$ cat src/rtl/pkt_rr_arbiter.sv
// Round-robin arbiter that funnels N tagged 41-bit packet streams into one
// registered valid/ready output, with a running count of accepted transfers.
module pkt_rr_arbiter #(
  parameter int N     = 4,
  parameter int SRC_W = $clog2(N),
  parameter int CNT_W = 16
) (
  input  logic               clk,
  input  logic               rst_n,
  input  logic [N*41-1:0]    in_pkt,
  output logic [N-1:0]       in_ready,
  output logic [40:0]        out_pkt,
  output logic               out_valid,
  input  logic               out_ready,
  output logic [SRC_W-1:0]   out_src,
  output logic [CNT_W-1:0]   xfer_cnt
);

  localparam int PW = 41;

  typedef enum logic {
    EMPTY = 1'b0,
    FULL  = 1'b1
  } state_t;

  state_t           r_state;
  state_t           w_state_next;
  logic [SRC_W-1:0] r_rr_ptr;
  logic [SRC_W-1:0] r_src;
  logic [PW-1:0]    r_pkt;
  logic [CNT_W-1:0] r_xfer_cnt;

  logic [N-1:0]     w_req;
  logic             w_found;
  logic [SRC_W-1:0] w_winner;
  logic [SRC_W-1:0] w_ptr_next;
  logic [PW-1:0]    w_win_pkt;
  logic             w_xfer;
  logic             w_can_load;
  logic             w_grant;

  function automatic logic [SRC_W-1:0] rrIndex(input logic [SRC_W-1:0] base, input int k);
    int idx;
    idx = int'(base) + k;
    if (idx >= N) idx = idx - N;
    return SRC_W'(idx);
  endfunction

  always_comb begin
    for (int i = 0; i < N; i++) begin
      w_req[i] = in_pkt[i*PW + PW - 1];
    end
  end

  // First requester at or after the pointer, wrapping modulo N.
  always_comb begin
    w_found  = 1'b0;
    w_winner = '0;
    for (int k = 0; k < N; k++) begin
      if (!w_found && w_req[rrIndex(r_rr_ptr, k)]) begin
        w_found  = 1'b1;
        w_winner = rrIndex(r_rr_ptr, k);
      end
    end
  end

  assign out_valid  = (r_state == FULL);
  assign w_xfer     = out_valid && out_ready;
  assign w_can_load = (r_state == EMPTY) || w_xfer;
  assign w_grant    = w_can_load && w_found && rst_n;
  assign w_win_pkt  = in_pkt[int'(w_winner)*PW +: PW];
  assign w_ptr_next = (w_winner == SRC_W'(N-1)) ? '0 : w_winner + 1'b1;

  always_comb begin
    in_ready = '0;
    if (w_grant) in_ready[w_winner] = 1'b1;
  end

  always_comb begin
    w_state_next = r_state;
    if (w_grant) begin
      w_state_next = FULL;
    end else if (w_xfer) begin
      w_state_next = EMPTY;
    end
  end

  always_ff @(posedge clk or negedge rst_n) begin
    if (!rst_n) begin
      r_state    <= EMPTY;
      r_rr_ptr   <= '0;
      r_src      <= '0;
      r_pkt      <= '0;
      r_xfer_cnt <= '0;
    end else begin
      r_state <= w_state_next;
      if (w_grant) begin
        r_pkt    <= w_win_pkt;
        r_src    <= w_winner;
        r_rr_ptr <= w_ptr_next;
      end
      if (w_xfer) r_xfer_cnt <= r_xfer_cnt + 1'b1;
    end
  end

  assign out_pkt  = r_pkt;
  assign out_src  = r_src;
  assign xfer_cnt = r_xfer_cnt;

endmodule

$ cat config.mk
export PLATFORM = sky130hd
export DESIGN_NAME = pkt_rr_arbiter
export DESIGN_NICKNAME = d
export VERILOG_FILES = /design/src/rtl/pkt_rr_arbiter.sv
export SDC_FILE = /design/constraint.sdc
export NUM_CORES = 1
export LEC_CHECK = 0
export CAP_MARGIN = 5
export CORE_AREA = 2 2 106 108
export DETAILED_ROUTE_END_ITERATION = 6
export DIE_AREA = 0 0 108 110
export PLACE_DENSITY = 0.74
export SYNTH_ARGS = -nofsm -noshare
export SYNTH_HDL_FRONTEND = slang
export SYNTH_SLANG_ARGS = --single-unit
$ cat constraint.sdc
create_clock -name clk -period 1.81 [get_ports clk]
set_clock_uncertainty 0.2 [all_clocks]
set_input_delay 0.362 -clock clk [delete_from_list [all_inputs] [get_ports clk]]
set_output_delay 0.362 -clock clk [all_outputs]
set_load 0.03 [all_outputs]
==> impl_metrics.toml, run 1 <==
[run_status]
status = "finished, violations left"
failed_checks = "negative setup slack"

[run]
timing.max_cap.violations = 0

[layout]
fillers = 937
syn_to_final_growth_pct = 85.4
antenna_cells = 0
num-nets-final = 750
layout-drive-gt1-share_pct = 15.2

[worst_setup_path]
cp-start-kind = "flip-flop"
reg2reg_depth = 7
rr_endpoint = "out_pkt[0]$_DFFE_PN0P_"
startpoint = "r_rr_ptr[0]$_DFFE_PN0P_"
reg2reg_from = "r_rr_ptr[0]$_DFFE_PN0P_"
cp_slowest_stage_delay_ns = 0.38
regToRegSetupSlack_ns = -0.24
endpoint_kind = "output pin"
worstSetupPathType = "reg -> out"
crit_required_ns = 1.25
crit_slowest_cell = "dfrtp_1"
critPathArrivalTime_ns = 1.83
critical_path.cell_chain = "inv_1, or3_1, o211ai_1, inv_2, ha_2, and2_4, buf_6"
cp_max_fo = 3

[timing]
timing.final.ws_setup_ns = -0.581
rsz0062_at_grt = "yes"
hold_viol_final = 0
layout_min_cycle_time_ns = 2.39
setup_viol = 44
slew_headroom_pct = 47.4
drv_slew = 0
max_clock_freq_mhz = 418
finalSetupTns_ns = -9.91
tightest_slew_ns = 0.789
fin_crit_sh_pct = 132

[place]
dp_slack_ns = -1.28
dp_hpwl_um = 9320
globalplace.congestion = 0.793
numPortBuffers = 230

[logic_synthesis]
synthXorXnorAreaFrac_pct = 3.76
synth_seq_cells = 62
syn_inst = 323
synth_simple_gate_area_share_pct = 10.6
synth-compound-area-share_pct = 12.0
ys_seq_area_share_pct = 44.4
synth_mux_area_share_pct = 23.2
synth_top_family_by_area = "multiplexers"
yosys.area_share.adder_pct = 0.716
synth_nets = 492
avgSynthCellArea_um2 = 10.8
netlist_area_um2 = 3490
ys_warn_count = 0
synth.distinct_cells = 34

[clock_network]
cts_sinks = 62
cts_tree = "done"
cts.reportedPaths.clkPinSlew_ns = 0.07
cts_root_buf = "clkbuf_8"
numCtsBuffers = 9
htreeDepth = 3
cts_buffer_depth = 2
clock_latency_ns = 0.33
cts-hold-fix-buffers = 0

[grt]
grt_pass1_vias = 3780
grt_max_degree = 81
grt.total_usage_pct = 20.0
grt-ovfl-total = 0
grt_pass1_wl_um = 18600
antenna_found_initial = 0

[die]
rows = 38
core_um2 = 10700
die_area_um2 = 11900
die_w_um = 108
initial_utilization_pct = 32.7
pin_count = 231
die_y_um = 110

[power_and_ir_drop]
ir_worst_vdd_uv = 749
leakage_nw = 3.10
pwr_density_cell_nw_per_um2 = 1240
finalPower_w = 0.00801

[drt]
vias = 3656
antenna_left = 0
drtIter0Drc = 112
wl_per_cell_um = 18.2
drc_errors = 0
vias_per_cell = 5.04
wirelength_um = 13200
drt_first_pass_iters = 4

[min_path]
min_path_type = "in -> async"
==> cells by family (layout without fill, tap and decap cells) <==
kind of cell             after synthesis  in the layout
multiplexers                          81             81
buffers and inverters                 29            292
XOR/XNOR                              15             15
AND/OR/NAND/NOR                       85             85
adder cells (fa/ha/maj)                2              2
AO/OA/AOI/OAI                         49             49
flip-flops                            62             62
==> synth_stat cells <==
master | n | share of area [%]
buf_4 | 1 | 0.21
xnor2_1 | 10 | 2.5
inv_1 | 5 | 0.54
nand2b_1 | 3 | 0.54
a221oi_1 | 1 | 0.25
xor2_1 | 5 | 1.3
o221ai_1 | 40 | 10
and4_1 | 1 | 0.25
mux2i_1 | 80 | 23
nand4_1 | 5 | 0.90
nand3_1 | 3 | 0.43
and2_1 | 2 | 0.36
and3_1 | 1 | 0.18
ha_1 | 2 | 0.72
inv_2 | 2 | 0.21
or3_1 | 1 | 0.18
a21oi_1 | 2 | 0.29
nand2_1 | 54 | 5.8
and2b_1 | 1 | 0.21
o21bai_1 | 1 | 0.21
clkbuf_1 | 5 | 0.54
o21ai_0 | 1 | 0.14
o41ai_1 | 1 | 0.25
buf_2 | 8 | 1.1
o211ai_1 | 1 | 0.21
dfrtp_1 | 62 | 44
a2111oi_2 | 1 | 0.43
buf_6 | 8 | 2.6
nor2b_1 | 1 | 0.18
nor2_1 | 8 | 0.86
nor3_1 | 4 | 0.57
a21o_1 | 1 | 0.21
mux2_2 | 1 | 0.32
or2_2 | 1 | 0.18
==> worst max-delay path: cells and delay by family (launching register included) <==
| kind | cells | cell delay, ns |
|---|---|---|
| simple gates | 2 | 0.48 |
| flops | 1 | 0.38 |
| buf+inv | 3 | 0.31 |
| fa+ha+maj | 1 | 0.18 |
| compound gates | 1 | 0.15 |
==> registers in the layout, indices dropped and copies added, names as in the netlist <==
| signal | flops |
|---|---|
| out_pkt | 41 |
| out_src | 2 |
| out_valid | 1 |
| r_rr_ptr | 2 |
| xfer_cnt | 16 |
==> how the worst max path moves through the flow <==
stage | endpoint | slack (ns) | cells after the start
global route | in_ready[1] | -0.65 | 6
floorplan | in_ready[3] | -0.15 | 6
CTS | in_ready[1] | -0.52 | 7
detailed placement | in_ready[3] | -1.28 | 8
finish | in_ready[3] | -0.58 | 7
global placement | in_ready[3] | -1.24 | 8
==> cells in the final DEF (no fill, tap or decap), types with 8 or more instances in the layout <==
cell             instances
o221ai_1                40
clkbuf_8                 9
dfrtp_1                 59
nand2_1                 52
clkdlybuf4s50_1        161
mux2i_1                 76
buf_6                    8
dlygate4sd2_1           58
xnor2_1                 10
buf_4                   26
==> layout make-up <==
type                            count  area (um^2)  share of cell area (%)
Tap cell                          140          175                    2.70
Timing Repair Buffer              269         2640                    40.7
Sequential cell                    62         1560                    24.0
Clock inverter                      4         47.5                   0.734
Inverter                            7         28.8                   0.444
Clock buffer                       12          135                    2.09
Multi-Input combinational cell    232         1900                    29.3
==> where the power goes <==
| part | switching [W] | internal (W) | leakage [nW] | total (W) |
|---|---|---|---|---|
| registers | 0.000309 | 0.00188 | 0.772 | 0.00219 |
| logic | 0.00261 | 0.00205 | 2.24 | 0.00466 |
| clock network | 0.000531 | 0.000634 | 0.0904 | 0.00116 |
| total | 0.00345 | 0.00457 | 3.10 | 0.00801 |
==> what timing repair did <==
| action | in CTS | in global routing |
|---|---|---|
| gates resized for setup | 87 | 30 |
| setup endpoints to repair | 109 | 54 |
| cloned | 0 | 3 |
| setup buffers | 0 | 2 |
| pin swaps | 2 | 3 |
==> metal layers <==
metal	GRT usage [%]	share of wire, %	vias up
met3	5.70	8.9	21
met5	0	0	-
met1	23.0	39	1753
li1	-	-	1715
met4	6.41	1.8	0
met2	35.8	51	167
==> stage by stage <==
step | instance area, um^2 | std cells | utilization (%) | hold WS, ns
after floorplan | 3550 | 323 | - | -0.134
after global placement | 6170 | 706 | 57.7 | 0.254
after detailed placement | 6170 | 706 | 57.7 | 0.265
after CTS | 6340 | 721 | 59.3 | 0.0873
after global routing | 6480 | 726 | 60.6 | 0.134
final | 6480 | 726 | 60.6 | 0.0520
Note: power is estimated with default switching activity, not from simulation.
==> run 2, diff against run 1 <==
--- a/config.mk
+++ b/config.mk
@@ -10,6 +10,7 @@
 export DETAILED_ROUTE_END_ITERATION = 6
 export DIE_AREA = 0 0 108 110
 export PLACE_DENSITY = 0.74
+export SETUP_SLACK_MARGIN = 0.15
 export SYNTH_ARGS = -nofsm -noshare
 export SYNTH_HDL_FRONTEND = slang
 export SYNTH_SLANG_ARGS = --single-unit
==> run 2 against run 1 <==
  * The flow still finishes with violations (negative setup slack)
  * Worst hold slack about the same
  * Total power increased by 1.8%
  * Final cell count increased by 1.5%
  * Setup slack improved by 0.058 ns
  * Sequential share of layout area decreased by 0.31 points
  * Wire length increased by 2.9%
  * Combinational power increased by 3%
  * Via count increased by 2.1%
  * Critical path type unchanged
  * Critical endpoint is now in_ready[0]
  * Largest cell class unchanged
  * Largest power group unchanged
  * Highest routed layer unchanged
==> impl_metrics.toml, run 2 (synthesized netlist as in run 1, its figures left out) <==
[timing]
drv_slew = 0
setup_viol = 46
fin_crit_sh_pct = 129
tightest_slew_ns = 0.825
rsz0062_at_grt = "yes"
layout_min_cycle_time_ns = 2.33
hold_viol_final = 0
timing.final.ws_setup_ns = -0.522
max_clock_freq_mhz = 429
slew_headroom_pct = 45.0
timing.hold.ws_ns = 0.0522

[die]
pin_count = 231
die_w_um = 108
die_y_um = 110
die_area_um2 = 11900
rows = 38
initial_utilization_pct = 32.7
core_um2 = 10700

[grt]
grt_pass1_vias = 3977
grt-ovfl-total = 0
grt_pass1_wl_um = 20400
use_met1_pct = 23.9
grt_max_degree = 63
antenna_found_initial = 0
met3_usage_pct = 7.41
grt.total_usage_pct = 22.4
use_met2_pct = 41.6
grt_busiest_layer = "met2"

[clock_network]
cts.reportedPaths.clkPinSlew_ns = 0.07
cts_sinks = 62
htreeDepth = 3
cts_tree = "done"
cts_root_buf = "clkbuf_8"
cts_buffer_depth = 2
cts-hold-fix-buffers = 0
clock_latency_ns = 0.33
numCtsBuffers = 9

[place]
numPortBuffers = 230
dp_hpwl_um = 9640
globalplace.congestion = 0.756
post_dp_cell_area_um2 = 6220

[power_and_ir_drop]
ir_worst_vdd_uv = 693
pwr_density_cell_nw_per_um2 = 1240
leakage_nw = 3.11

[layout]
design_area_um2 = 6600
final_util_pct = 61.6
multi_input_area_um2 = 1970
antenna_cells = 0
final_cell_mix = "160 x clkdlybuf4s50_1, 79 x mux2i_1, 53 x dfrtp_1, 52 x nand2_1, 39 x o221ai_1"
seq_area_um2 = 1560
largest_reg_flops = 41
layout-drive-gt1-share_pct = 29.1
final_common_cell = "clkdlybuf4s50_1"
syn_to_final_growth_pct = 88.7
fillers = 919
num-nets-final = 761

[drt]
vias_per_cell = 5.06
drtIter0Drc = 139
wl_per_cell_um = 18.5
wirelength_um = 13600
drc_errors = 0
vias = 3732
drt_first_pass_iters = 4
antenna_left = 0

[worst_setup_path]
reg2reg_from = "r_rr_ptr[0]$_DFFE_PN0P_"
endpoint_kind = "output pin"
reg2reg_depth = 7
critical_path.cell_chain = "and2b_1, a2111oi_4, nor2_4, inv_4, buf_4, nor3_4, buf_6"
critPathArrivalTime_ns = 1.77
crit_required_ns = 1.25
regToRegSetupSlack_ns = -0.21
cp-start-kind = "flip-flop"
rr_endpoint = "out_pkt[4]$_DFFE_PN0P_"
worstSetupPathType = "reg -> out"
crit_slowest_cell = "dfrtp_1"
cp_slowest_stage_delay_ns = 0.39
cp_max_fo = 4

[run]
timing.max_cap.violations = 0

[run_status]
status = "finished, violations left"
failed_checks = "negative setup slack"

[min_path]
min_path_type = "in -> async"
run 2: changes by cell type in the layout (fill, tap and decap cells not counted), moves of 2 or more:
cell | before | now
clkbuf_2 | 3 | 33
clkdlybuf4s15_2 | 0 | 12
buf_2 | 3 | 13
clkinvlp_4 | 1 | 3
dfrtp_2 | 3 | 9
buf_6 | 8 | 19
mux2i_1 | 76 | 79
nor2_4 | 1 | 4
nor2_1 | 7 | 3
dfrtp_1 | 59 | 53
dlygate4sd2_1 | 58 | 1
mux2i_2 | 4 | 0
clkbuf_1 | 3 | 0
nand2_4 | 0 | 2
run 2: area by class of cell:
| cell class | instances | area share [%] |
|---|---|---|
| tap | 140 | 2.66 |
| multi-input combinational | 232 | 29.8 |
| clock inverter | 6 | 0.569 |
| sequential | 62 | 23.7 |
| inverter | 7 | 0.436 |
| clock buffer | 10 | 2.09 |
| timing repair buffer | 280 | 40.7 |
run 2: report_power, final:
part	switching, W	internal, W
registers	0.000344	0.00189
clock network	0.000576	0.000526
logic	0.00260	0.00222
run 2: worst max-delay path: cells and delay by family (launching register included):
family,cells,cell delay (ns)
AOI/OAI and AO/OA,1,0.06
buffers and inverters,3,0.34
DFF,1,0.39
and+or+nand+nor,3,0.64
run 2: how the worst max path moves through the flow:
stage	endpoint	cells past startpoint	startpoint
after floorplan	in_ready[3]	6	r_rr_ptr[1]$_DFFE_PN0P_
after global placement	in_ready[1]	7	in_pkt[81]
after detailed placement	out_pkt[5]$_DFFE_PN0P_	8	in_pkt[81]
after CTS	in_ready[3]	7	r_rr_ptr[1]$_DFFE_PN0P_
after global routing	in_ready[3]	7	r_rr_ptr[1]$_DFFE_PN0P_
final	in_ready[0]	7	r_rr_ptr[0]$_DFFE_PN0P_
run 2: metal layers:
layer	routed length, um	share of wire (%)
met1	4940	36
met2	7040	52
met3	1360	10
met4	289	2.1
met5	0	0
run 2: timing repair:
item / CTS / global route
endpoints found under the setup margin: 114 / 98
pin swaps: 8 / 9
resized for setup: 201 / 74
buffers inserted: 8 / 2
hold endpoints to repair: 0 / 0
cloned: 3 / 1
run 2: metrics by stage:
stage	setup slack, ns	instances	setup TNS, ns	power (W)
floorplan	-0.151	323	-0.417	0.00504
global placement	-0.771	707	-36.31	0.00696
detailed placement	-0.815	707	-39.32	0.00706
CTS	-0.567	734	-11.92	0.00827
global route	-0.633	737	-15.02	0.00866
finish	-0.522	737	-9.71	0.00816
==> run 3, diff against run 2 <==
--- a/config.mk
+++ b/config.mk
@@ -7,6 +7,7 @@
 export LEC_CHECK = 0
 export CAP_MARGIN = 5
 export CORE_AREA = 2 2 106 108
+export CTS_CLUSTER_DIAMETER = 200
 export DETAILED_ROUTE_END_ITERATION = 6
 export DIE_AREA = 0 0 108 110
 export PLACE_DENSITY = 0.74
==> constraint.sdc (replaced) <==
create_clock -name clk -period 1.81 [get_ports clk]
set_clock_uncertainty 0.2 [all_clocks]
set_input_delay 0.362 -clock clk [delete_from_list [all_inputs] [get_ports clk]]
set_output_delay 0.362 -clock clk [all_outputs]
set_load 0.005 [all_outputs]
==> run 3 against run 2 <==
  * Die area is the same
  * Flip-flop and latch count is the same
  * The run still ends with negative setup slack left
  * Maximum frequency shrank 0.71%
  * Register-to-register slack lost 0.17 ns
  * Clock-buffer cell count shrank 1
  * Wire length grew 20%
==> impl_metrics.toml, run 3 (synthesized netlist as in run 1, its figures left out) <==
[run_status]
status = "finished, violations left"
failed_checks = "negative setup slack"

[grt]
antenna_found_initial = 0
grt_max_degree = 63
grt.total_usage_pct = 25.0
grt_pass1_vias = 4001
grt_pass1_wl_um = 22500
grt-ovfl-total = 0

[min_path]
min_path_type = "in -> async"

[layout]
num-nets-final = 791
final_cell_mix = "160 x clkdlybuf4s50_1, 61 x mux2i_1, 60 x dfrtp_1, 55 x dlygate4sd2_1, 49 x nand2_1"
stdcell_count = 767
fillers = 789
layout-drive-gt1-share_pct = 28.7
multi_input_area_um2 = 2220
final_common_cell = "clkdlybuf4s50_1"
syn_to_final_growth_pct = 115
antenna_cells = 0
largest_reg_flops = 41
seq_area_um2 = 1550

[worst_setup_path]
worstSetupPathType = "reg -> out"
cp-start-kind = "flip-flop"
endpoint_kind = "output pin"
cp_slowest_stage_delay_ns = 0.42
critPathArrivalTime_ns = 1.79
crit_required_ns = 1.25
cp_max_fo = 4
crit_path_frequent_cell = "buf_6"
critical_path.cell_chain = "buf_6, a2111oi_4, nor2_4, inv_4, ha_4, and2_4, buf_6"
cp_num_cells = 7
crit_slowest_cell = "dfrtp_2"
reg2reg_depth = 8
crit_family = "flip-flops"
crit_buf_inv = 3

[timing]
slew_headroom_pct = 44.7
timing.final.ws_setup_ns = -0.539
hold_viol_final = 0
finalSetupTns_ns = -15.54
rsz0062_at_grt = "yes"
max_clock_freq_mhz = 426
layout_min_cycle_time_ns = 2.35
setup_viol = 45
fin_crit_sh_pct = 130
tightest_slew_ns = 0.829
drv_slew = 0

[power_and_ir_drop]
ir_worst_vdd_uv = 793
p_int_w = 0.00572
seqPwrFrac_pct = 24.2
swShare_pct = 35.2
finalPower_w = 0.00883
combPwrFrac_pct = 60.2
pwr_density_cell_nw_per_um2 = 1180
clkPwrFrac_pct = 15.6
power.switching_w = 0.00311
leakage_nw = 3.48

[clock_network]
clock_latency_ns = 0.34
htreeDepth = 3
cts_root_buf = "clkbuf_8"
cts_buffer_depth = 2
cts.reportedPaths.clkPinSlew_ns = 0.08
cts_tree = "done"
numCtsBuffers = 9
cts_sinks = 62

[drt]
vias_per_cell = 5.13
antenna_left = 0
wirelength_um = 16400
drt_first_pass_iters = 4
vias = 3936
drtIter0Drc = 163
wl_per_cell_um = 21.4
drc_errors = 0

[place]
dp_hpwl_um = 9420
numPortBuffers = 230
globalplace.congestion = 0.759
dp_cells = 691

[die]
initial_utilization_pct = 32.7
die_y_um = 110
die_w_um = 108
die_area_um2 = 11900
core_um2 = 10700
pin_count = 231
rows = 38

[run]
timing.max_cap.violations = 0
==> run 3: worst paths after layout <==
kind | start | slack [ns] | endpoint
max | r_rr_ptr[1]$_DFFE_PN0P_ | -0.54 | in_ready[3]
min | rst_n | 0.05 | out_pkt[24]$_DFFE_PN0P_
max reg2reg | r_rr_ptr[1]$_DFFE_PN0P_ | -0.38 | out_pkt[16]$_DFFE_PN0P_
min reg2reg | out_pkt[2]$_DFFE_PN0P_ | 0.28 | out_pkt[2]$_DFFE_PN0P_
max in group asynchronous | rst_n | 0.77 | xfer_cnt[11]$_DFFE_PN0P_
min in group clk | rst_n | 0.09 | out_valid$_DFFE_PN0P_
==> run 3: timing repair <==
action | 4_1_cts | 5_1_grt
cloned | 13 | 4
endpoints found under the setup margin | 111 | 58
buffers inserted | 34 | 10
pin swaps | 17 | 28
resized for setup | 145 | 90
hold buffers | 0 | 0
==> run 3: layer usage <==
| metal | wire length (um) | up-vias | track usage, % |
|---|---|---|---|
| met5 | 0 | - | 0 |
| met3 | 1200 | 17 | 7.23 |
| met2 | 8920 | 153 | 46.2 |
| li1 | - | 1807 | - |
| met4 | 191 | 0 | 5.59 |
| met1 | 6090 | 1959 | 28.7 |
==> run 3: layout make-up <==
type	count	area share, %
multi-input cells	232	29.6
repair buffers	310	44.1
well taps	140	2.33
clock buffers	9	1.65
inverters	7	0.383
flip-flops and latches	62	20.7
clock inverters	7	1.30
==> run 3: power groups by stage <==
stage                     sequential, W  clock [W]  combinational [W]
after global placement          0.00219          0            0.00352
after detailed placement        0.00222          0            0.00360
after CTS                       0.00212    0.00140            0.00465
final                           0.00214    0.00138            0.00531
after global routing            0.00220    0.00147            0.00560
after floorplan                 0.00222          0            0.00189
==> run 3: stage by stage <==
stage	setup slack (ns)	area (um^2)	hold slack [ns]	util, %
floorplan	-0.0171	3570	-0.134	-
global placement	-1.04	6050	0.250	56.5
detailed placement	-1.14	6050	0.253	56.5
CTS	-0.605	7040	0.0863	65.8
global route	-0.634	7510	0.0878	70.2
finish	-0.539	7510	0.0480	70.2
